### config.mk
export PLATFORM = sky130hd
export DESIGN_NAME = updown_counter_n
export DESIGN_NICKNAME = d
export VERILOG_FILES = /design/src/rtl/updown_counter_n.sv
export SDC_FILE = /design/constraint.sdc
export NUM_CORES = 1
export LEC_CHECK = 0
export ABC_AREA = 1
export CAP_MARGIN = 40
export CELL_PAD_IN_SITES_DETAIL_PLACEMENT = 2
export CELL_PAD_IN_SITES_GLOBAL_PLACEMENT = 2
export CORE_ASPECT_RATIO = 1.25
export CORE_MARGIN = 5
export CORE_UTILIZATION = 21
export CTS_CLUSTER_SIZE = 20
export DETAILED_ROUTE_END_ITERATION = 6
export GPL_ROUTABILITY_DRIVEN = 1
export PLACE_DENSITY = 0.88
export SLEW_MARGIN = 10
export SYNTH_ARGS = -nofsm -noshare
export SYNTH_HDL_FRONTEND = slang
export SYNTH_SLANG_ARGS = --single-unit
export TNS_END_PERCENT = 5
### constraint.sdc
create_clock -name clk -period 3.3 [get_ports clk]
set_input_delay 0.495 -clock clk [delete_from_list [all_inputs] [get_ports clk]]
set_output_delay 0.495 -clock clk [all_outputs]
set_load 0.01 [all_outputs]
### src/rtl/updown_counter_n.sv
// Parametrised single-clock up/down counter: modulus, parallel load, sync clear, cascade carry/borrow.
// Define UDCNT_SAT_EN for saturating arithmetic; by default the count wraps around.
module updown_counter_n #(
    parameter int unsigned     WIDTH     = 4,
    parameter longint unsigned MODULUS   = 16,
    parameter longint unsigned RESET_VAL = 0
) (
    input  logic             clk,
    input  logic             rst,
    input  logic             clr,
    input  logic             load,
    input  logic [WIDTH-1:0] d,
    input  logic             ce,
    input  logic             up,
    input  logic             dn,
    output logic [WIDTH-1:0] q,
    output logic             co,
    output logic             bo,
    output logic             wrap,
    output logic             sat
);

    // MODULUS may be 2**32 for WIDTH=32, so the bound is formed in 64 bits then narrowed.
    localparam logic [WIDTH-1:0] MAX_Q = WIDTH'(MODULUS - 64'd1);
    localparam logic [WIDTH-1:0] RST_Q = WIDTH'(RESET_VAL);

    logic [WIDTH-1:0] q_q, q_d;
    logic             wrap_q, wrap_d;
    logic             sat_q, sat_d;
    logic             step_up, step_dn;
    logic             at_max, at_min;

    assign step_up = ce & up & ~dn;
    assign step_dn = ce & dn & ~up;
    assign at_max  = (q_q == MAX_Q);
    assign at_min  = (q_q == '0);

    // Carry/borrow stay combinational so a cascaded stage steps on the same edge.
    assign co = step_up & at_max;
    assign bo = step_dn & at_min;

    always_comb begin
        // NOTE: every output of this block gets a default first so no latch is inferred.
        q_d    = q_q;
        wrap_d = 1'b0;
`ifdef UDCNT_SAT_EN
        sat_d  = sat_q;
`else
        sat_d  = 1'b0;
`endif
        if (clr) begin
            q_d   = '0;
            sat_d = 1'b0;
        end else if (load) begin
            q_d   = (d > MAX_Q) ? MAX_Q : d;
            sat_d = 1'b0;
        end else if (step_up) begin
            if (at_max) begin
`ifdef UDCNT_SAT_EN
                sat_d  = 1'b1;
`else
                q_d    = '0;
                wrap_d = 1'b1;
`endif
            end else begin
                q_d   = q_q + WIDTH'(1);
                sat_d = 1'b0;
            end
        end else if (step_dn) begin
            if (at_min) begin
`ifdef UDCNT_SAT_EN
                sat_d  = 1'b1;
`else
                q_d    = MAX_Q;
                wrap_d = 1'b1;
`endif
            end else begin
                q_d   = q_q - WIDTH'(1);
                sat_d = 1'b0;
            end
        end
    end

    // NOTE: state registers use non-blocking assignments so all flops update together.
    always_ff @(posedge clk or posedge rst) begin
        if (rst) begin
            q_q    <= RST_Q;
            wrap_q <= 1'b0;
            sat_q  <= 1'b0;
        end else begin
            q_q    <= q_d;
            wrap_q <= wrap_d;
            sat_q  <= sat_d;
        end
    end

    assign q    = q_q;
    assign wrap = wrap_q;
    assign sat  = sat_q;

endmodule
==> results of run 1 <==
-- per-stage QoR --
step	instances	utilization	hold WS (ns)	worst slack, ns
finish	111	0.331	0.445	0.934
global route	111	0.331	0.470	0.798
global placement	107	0.318	0.601	0.963
detailed placement	107	0.318	0.625	0.916
floorplan	71	-	0.274	1.80
CTS	111	0.331	0.446	0.908
-- worst register-to-register path: stages (launching register included) --
cell and delay (ns):
dfrtp_1 0.45, inv_1 0.14, ha_1 0.24, nand2_1 0.11
nand2_1 0.08, inv_1 0.06, nand3_1 0.06, nand2_1 0.07
nand2_1 0.05, nand2_1 0.08, nand2_1 0.05
-- registers in the layout (all words and copies together) (netlist names) --
| name | cells |
|---|---|
| q | 4 |
| wrap | 1 |
-- power breakdown --
part / switching [mW] / internal (mW)
combinational: 0.0467 / 0.0416
sequential: 0.0115 / 0.0675
clock: 0.0272 / 0.0458
total: 0.0854 / 0.155
-- layout make-up --
class / instances / area share
inverter: 13 / 0.0734
timing repair buffer: 17 / 0.256
clock buffer: 4 / 0.0395
tap: 20 / 0.0377
sequential: 5 / 0.188
multi-input combinational: 52 / 0.405
-- per-layer routing --
layer  global-route usage  up-vias  wire length [um]
met2                0.224       14               855
met4               0.0337        0                12
li1                     -      263                 -
met3               0.0453        2                79
met1                0.101      264               576
met5                    0        -                 0
-- worst paths after layout --
kind | end | cells after the start | from | slack, ns
min | q[2]$_DFFE_PP0P_ | 2 | rst | 0.44
max in group asynchronous | q[3]$_DFFE_PP0P_ | 2 | rst | 2.68
max | bo | 5 | q[0]$_DFFE_PP0P_ | 0.93
min in group clk | q[1]$_DFFE_PP0P_ | 2 | q[1]$_DFFE_PP0P_ | 0.62
max reg2reg | q[3]$_DFFE_PP0P_ | 10 | q[0]$_DFFE_PP0P_ | 1.79
min reg2reg | q[1]$_DFFE_PP0P_ | 2 | q[1]$_DFFE_PP0P_ | 0.62
-- placed cells by master (no fill, tap or decap), drive strengths merged --
master	n
o211ai	1
dfrtp	5
or2	1
conb	1
o21ai	7
xor2	1
nand4	2
o21a	1
a21oi	1
ha	2
nand2	15
clkbuf	4
inv	13
nor2	11
nand3	9
clkdlybuf4s50	17
-- logic make-up (layout without fill, tap and decap cells) --
group	after synthesis	count (layout)	synth area share
AO/OA/AOI/OAI	10	10	0.122
XOR/XNOR	1	1	0.0194
adder cells (fa/ha/maj)	2	2	0.0555
buffers and inverters	14	34	0.125
flip-flops	5	5	0.278
other	1	1	0.00833
AND/OR/NAND/NOR	38	38	0.392
==> impl_results.md, run 1 <==
- Buffer count from post-CTS setup fixing: 0
- Crit path kind: flip-flop to output port
- DRC viols: 0
- Synth Register Bits: 5
- Clock transition at path regs: 0.05 ns
- DIE AREA: 3180 um^2
- Crit path launch type: flip-flop
- CTS H-tree depth: 1
- Max Fclk: 423 MHz
- DRT Wirelength: 1520 um
- CTS Root Buffer Type: clkbuf_4
- Top cell type's share of synthesized area: 0.278
- # rows: 18
- Share of post-route cells with drive strength above 1: 0.0659
- Crit-path max FO: 6
- # hold bufs at CTS: 0
- Ys Warns: 0
- Multi-input combinational cell area: 269 um^2
- Post-synth top cells: 15 x nand2_1, 12 x inv_1, 10 x nor2_1
- Drt first pass iters: 2
- Register area: 125 um^2
- Total track usage: 0.111
- Synthesized area: 450 um^2
- Final setup vio count: 0
- Max_cap viols: 0
- Die height: 61.8 um
- VDD IR-drop max: 0.000281 V
- Number of synthesized flops with an enable pin: 0
- Main synth FF type: dfrtp_1
- Clk_skew: 0.00532 ns
- Chip Width: 51.4 um
- Placeable Area: 2000 um^2
- Clock latency on the worst-skew pair: 0.25 ns
- Synth-to-Final Area Change: 47.5%
- Pleak: 0.330 nW
- Final Power: 0.240 mW
- Dpl cell area: 638 um^2
- CTS buffer count: 3
- Gr ovfl total: 0
- Most common cell in the netlist: nand2_1
- Buffers on Ports: 17
- Pwr Density: 362 nW/um^2
- Mapped Avg Cell Area: 6.34 um^2
- Critical Path RT: 2.80 ns
- Starting Density: 0.225
- Count of unique library cells instantiated by Yosys: 19
- Nets: 105
- Max incr delay on CP: 0.57 ns
- Ports: 19
- TritonCTS clock tree: built
- Ys async rst share: 1.00
- Top cells by area, synth: dfrtp_1 28%, nand2_1 13%, inv_1 10%
- WP data arrival: 1.87 ns
- Post-synth top area cell: dfrtp_1
- Crit-path cells: inv_1 -> ha_1 -> nand2_1 -> nor2_1 -> clkdlybuf4s50_1
- RD Place Congestion: 0.757
- Run status: completed
- Detailed Place HPWL: 1360 um
- Initial antenna violation count: 0
- Average wire per standard cell: 13.7 um
- Seq/Total Area, Yosys: 0.278
- Number of global-route vias before repair: 574
- CTS max path bufs: 2
- Critical path's top delay family: buffers and inverters
- Slew Limit Fails: 0
- Post-DRT Antenna Nets: 0
- Critical path buffers and inverters: 2
- Largest net degree at the start of global routing: 9
- CP max stage cell: clkdlybuf4s50_1
- Layout filler cell count: 241
- Starting DRT DRC Count: 2
- TNS Setup: 0 ns
- CP Capture Type: output port
- Clock sinks: 5
- Final Critical Period: 2.37 ns
- ANT cells: 0
- Crit share post-route: 0.717
- Syn nets: 84
- CTS-repair resized insts: 0
- Vias per inst: 4.89
- Design Area, Final: 664 um^2
- Hold Fails Final Rpt: 0
- Worst min path class: primary input to asynchronous set/reset pin
- RSZ-0062 raised after global routing: no
- Vias after detailed routing: 543
- First-pass GRT wire length: 2520 um
- Post-synthesis cell count: 71
No activity file was read; power rests on OpenSTA's default activity.
==> run 2: changes to the inputs <==
- CORE_UTILIZATION: 21 -> 20
- PLACE_DENSITY: 0.88 -> 0.85
- clock period: 3.3 -> 2.3 ns (I/O delays scaled with it)
==> run 2 against run 1 <==
Effect of this change:
- sequential power grew 44%
- combinational power grew 45%
- flip-flop and latch count is the same
- critical path type unchanged
- clock power grew 44%
- critical endpoint unchanged
- count of clock-buffer cells in the layout is the same
- sequential share of layout area shrank 0.23 points
- critical path depth is the same
- worst setup slack lost 0.79 ns
- final cell count grew 9.9%
==> impl_results.md, run 2 (synthesis results as in run 1) <==
- Crit path launch type: flip-flop
- Met1 WL: 591 um
- Hold Fails Final Rpt: 0
- Number of global-route vias before repair: 603
- Synth-to-Final Area Change: 50.8%
- Clock sinks: 5
- DIE AREA: 3310 um^2
- Critical Path RT: 1.96 ns
- CTS buffer count: 3
- Worst R2R End: q[3]$_DFFE_PP0P_
- Ports: 19
- Gr ovfl total: 0
- TritonCTS clock tree: built
- Buffer count from post-CTS setup fixing: 0
- Crit-path cells: inv_1 -> ha_1 -> nand2_1 -> nor2_1 -> clkdlybuf4s50_1
- Final Critical Period: 2.16 ns
- Starting DRT DRC Count: 2
- Commonest cells after routing, fill and taps aside: 17 x clkdlybuf4s50_1, 15 x nand2_1, 11 x inv_1, 10 x nor2_1, 8 x nand3_1
- Buffers on Ports: 17
- Pwr Density: 511 nW/um^2
- Nets: 105
- RD Place Congestion: 0.728
- Placeable Area: 2190 um^2
- R2R Setup Slk: 0.83 ns
- CTS max path bufs: 2
- WP data arrival: 1.81 ns
- Initial antenna violation count: 0
- ANT cells: 0
- Commonest non-fill, non-tap cell in the layout: clkdlybuf4s50_1
- Chip Width: 52.4 um
- CP Capture Type: output port
- DR top layer: met4
- Reg2Reg Depth: 10
- Run status: completed
- Crit share post-route: 0.939
- Worst min path class: primary input to asynchronous set/reset pin
- Crit-path max FO: 6
- Critical path buffers and inverters: 2
- Vias after detailed routing: 520
- Hold Slack: 0.298 ns
- Vias per inst: 4.26
- Clk_skew: 0.00936 ns
- Met2 wire len: 961 um
- Max incr delay on CP: 0.57 ns
- VDD IR-drop max: 0.000354 V
- Slew Limit Fails: 0
- Total track usage: 0.119
- Share of post-route cells with drive strength above 1: 0.0879
- CTS H-tree depth: 1
- Max_cap viols: 0
- Average wire per standard cell: 13.6 um
- CTS Root Buffer Type: clkbuf_4
- Max Fclk: 463 MHz
- Clock transition at path regs: 0.05 ns
- DRT Wirelength: 1660 um
- # rows: 19
- TNS Setup: 0 ns
- CP max stage cell: clkdlybuf4s50_1
- RSZ-0062 raised after global routing: no
- DRC viols: 0
- Drt first pass iters: 4
- Pleak: 0.328 nW
- Max reg flops: 4
- Crit path kind: flip-flop to output port
- Largest net degree at the start of global routing: 9
- Starting Density: 0.206
- FF-to-FF Start: q[1]$_DFFE_PP0P_
- Die height: 63.1 um
- Final setup vio count: 0
- DR WL met3: 66 um
- Critical path's top delay family: buffers and inverters
- Detailed Place HPWL: 1400 um
- Post-DRT Antenna Nets: 0
- First-pass GRT wire length: 2750 um
- Clock latency on the worst-skew pair: 0.25 ns
run 2: final cells by class:
type                       instances  area (um^2)
timing repair buffer              17          170
clock buffer                       4         26.3
tap                               31         38.8
multi-input combinational         52          269
inverter                          13         48.8
fill                             280         1510
sequential                         5          126
run 2: metal layers:
metal / global-route usage / vias up
met1: 0.105 / 241
met2: 0.210 / 12
met3: 0.0495 / 4
met5: 0 / -
li1: - / 263
met4: 0.0767 / 0
run 2: how the worst max path moves through the flow:
stage	startpoint	endpoint	slack, ns	cells past startpoint
after global placement	ce	bo	0.27	4
final	q[1]$_DFFE_PP0P_	bo	0.14	5
after floorplan	q[0]$_DFFE_PP0P_	bo	0.95	4
after global routing	q[1]$_DFFE_PP0P_	co	0.01	4
after CTS	q[0]$_DFFE_PP0P_	bo	0.03	5
after detailed placement	ce	bo	0.20	4
run 2: through the flow:
stage / power (mW) / cells / worst slack (ns) / utilization / instance area [um^2]
2_1_floorplan: 0.181 / 71 / 0.952 / - / 450
3_5_place_dp: 0.245 / 118 / 0.200 / 0.298 / 652
6_report: 0.347 / 122 / 0.140 / 0.311 / 679
4_1_cts: 0.359 / 122 / 0.0276 / 0.310 / 678
3_3_place_gp: 0.237 / 118 / 0.265 / 0.298 / 652
5_1_grt: 0.386 / 122 / 0.0115 / 0.311 / 679
run 2: what timing repair did:
action                     4_1_cts  5_1_grt
hold buffers                     0        0
resized for setup                0        2
setup endpoints to repair        0        2
run 2: where the power goes:
group | leakage [nW] | switching (mW) | total, mW | internal, mW
logic | 0.250 | 0.0684 | 0.128 | 0.0598
registers | 0.0637 | 0.0168 | 0.114 | 0.0973
clock network | 0.0150 | 0.0392 | 0.105 | 0.0658
total | 0.328 | 0.124 | 0.347 | 0.223
==> run 3: changes to the inputs <==
- MAX_ROUTING_LAYER: not set -> met4
==> run 3 against run 2 <==
Effect of this change:
- flip-flop and latch count unchanged
- register-to-register slack about the same
- wire length fell by 0.24%
- via count is 0.19% lower
- sequential share of layout area stayed put
- final area did not move
- largest cell class unchanged
- highest routed layer unchanged
==> impl_results.md, run 3 (synthesis results as in run 1) <==
- TNS Setup: 0 ns
- DP Worst Slack: 0.200 ns
- CTS Root Buffer Type: clkbuf_4
- Total track usage: 0.122
- Layout Cells excl Fill: 122
- Crit-path max FO: 6
- Share of post-route cells with drive strength above 1: 0.0879
- Commonest non-fill, non-tap cell in the layout: clkdlybuf4s50_1
- Final Critical Period: 2.16 ns
- CTS buffer count: 3
- DRT Wirelength: 1650 um
- Number of global-route vias before repair: 602
- Dpl cells: 118
- CTS H-tree depth: 1
- Post-DRT Antenna Nets: 0
- Vias after detailed routing: 519
- Nets: 105
- Pleak: 0.328 nW
- CP Capture Type: output port
- Buffers on Ports: 17
- Slew Limit Fails: 0
- Starting Density: 0.206
- WP data arrival: 1.81 ns
- Die height: 63.1 um
- Clk_skew: 0.00936 ns
- Crit path launch type: flip-flop
- Run status: completed
- Final setup vio count: 0
- Worst min path class: primary input to asynchronous set/reset pin
- Largest net degree at the start of global routing: 9
- Ports: 19
- Dpl cell area: 652 um^2
- DRC viols: 0
- Detailed Place HPWL: 1400 um
- Drt first pass iters: 4
- # rows: 19
- Clock latency on the worst-skew pair: 0.25 ns
- Commonest cells after routing, fill and taps aside: 17 x clkdlybuf4s50_1, 15 x nand2_1, 11 x inv_1, 10 x nor2_1, 8 x nand3_1
- ANT cells: 0
- Max_cap viols: 0
- Crit share post-route: 0.937
- Initial antenna violation count: 0
- RD Place Congestion: 0.736
- Design Area, Final: 679 um^2
- DIE AREA: 3310 um^2
- TritonCTS clock tree: built
- Average wire per standard cell: 13.6 um
- First-pass GRT wire length: 2750 um
- Max Fclk: 464 MHz
- Gr ovfl total: 0
- Utilization after layout: 0.311
- RSZ-0062 raised after global routing: no
- Hold Fails Final Rpt: 0
- Pwr Density: 511 nW/um^2
- Chip Width: 52.4 um
- Clock sinks: 5
- Hold Slack: 0.298 ns
- Synth-to-Final Area Change: 50.8%
- Placeable Area: 2190 um^2
- Max reg flops: 4
- CTS max path bufs: 2
- VDD IR-drop max: 0.000354 V
- Final Power: 0.347 mW
- Crit path kind: flip-flop to output port
- Critical Path RT: 1.96 ns
- Vias per inst: 4.25
- Setup WS post-layout: 0.145 ns
- Starting DRT DRC Count: 1
- Buffer count from post-CTS setup fixing: 0
- Clock transition at path regs: 0.05 ns
-- run 3: cell counts in the layout (fill, tap and decap cells not counted) --
No cell type changed its count.
-- run 3: path summary, 6_finish.rpt --
check / from / to / slack, ns / cells after the start
max: q[1]$_DFFE_PP0P_ / bo / 0.14 / 5
min: rst / q[2]$_DFFE_PP0P_ / 0.30 / 2
max reg2reg: q[1]$_DFFE_PP0P_ / q[3]$_DFFE_PP0P_ / 0.83 / 10
min reg2reg: q[3]$_DFFE_PP0P_ / q[3]$_DFFE_PP0P_ / 0.64 / 2
max in group asynchronous: rst / q[0]$_DFFE_PP0P_ / 1.81 / 2
min in group clk: q[3]$_DFFE_PP0P_ / q[3]$_DFFE_PP0P_ / 0.64 / 2
-- run 3: report_power, final --
part           switching [mW]  leakage, nW  internal, mW
Sequential             0.0168       0.0637        0.0973
Combinational          0.0683        0.250        0.0598
Clock                  0.0391       0.0150        0.0658
-- run 3: worst max-delay path: stages (launching register included) --
cell and delay (ns):
dfrtp_1 0.43, inv_1 0.13, ha_1 0.19, nand2_1 0.11
nor2_1 0.14, clkdlybuf4s50_1 0.56
-- run 3: layout make-up --
class                   count  area, um^2
clock buffers               4        26.3
inverters                  13        48.8
repair buffers             17         170
well taps                  31        38.8
flip-flops and latches      5         126
fillers                   280        1510
multi-input cells          52         269
-- run 3: timing repair --
item,CTS,global route
gates resized for setup,0,2
setup endpoints to repair,0,2
hold buffers,0,0
-- run 3: routing by layer --
| metal | part of all wire | global-route usage |
|---|---|---|
| met2 | 0.58 | 0.210 |
| met3 | 0.027 | 0.0425 |
| met5 | 0 | - |
| met1 | 0.37 | 0.110 |
| met4 | 0.023 | 0.0767 |
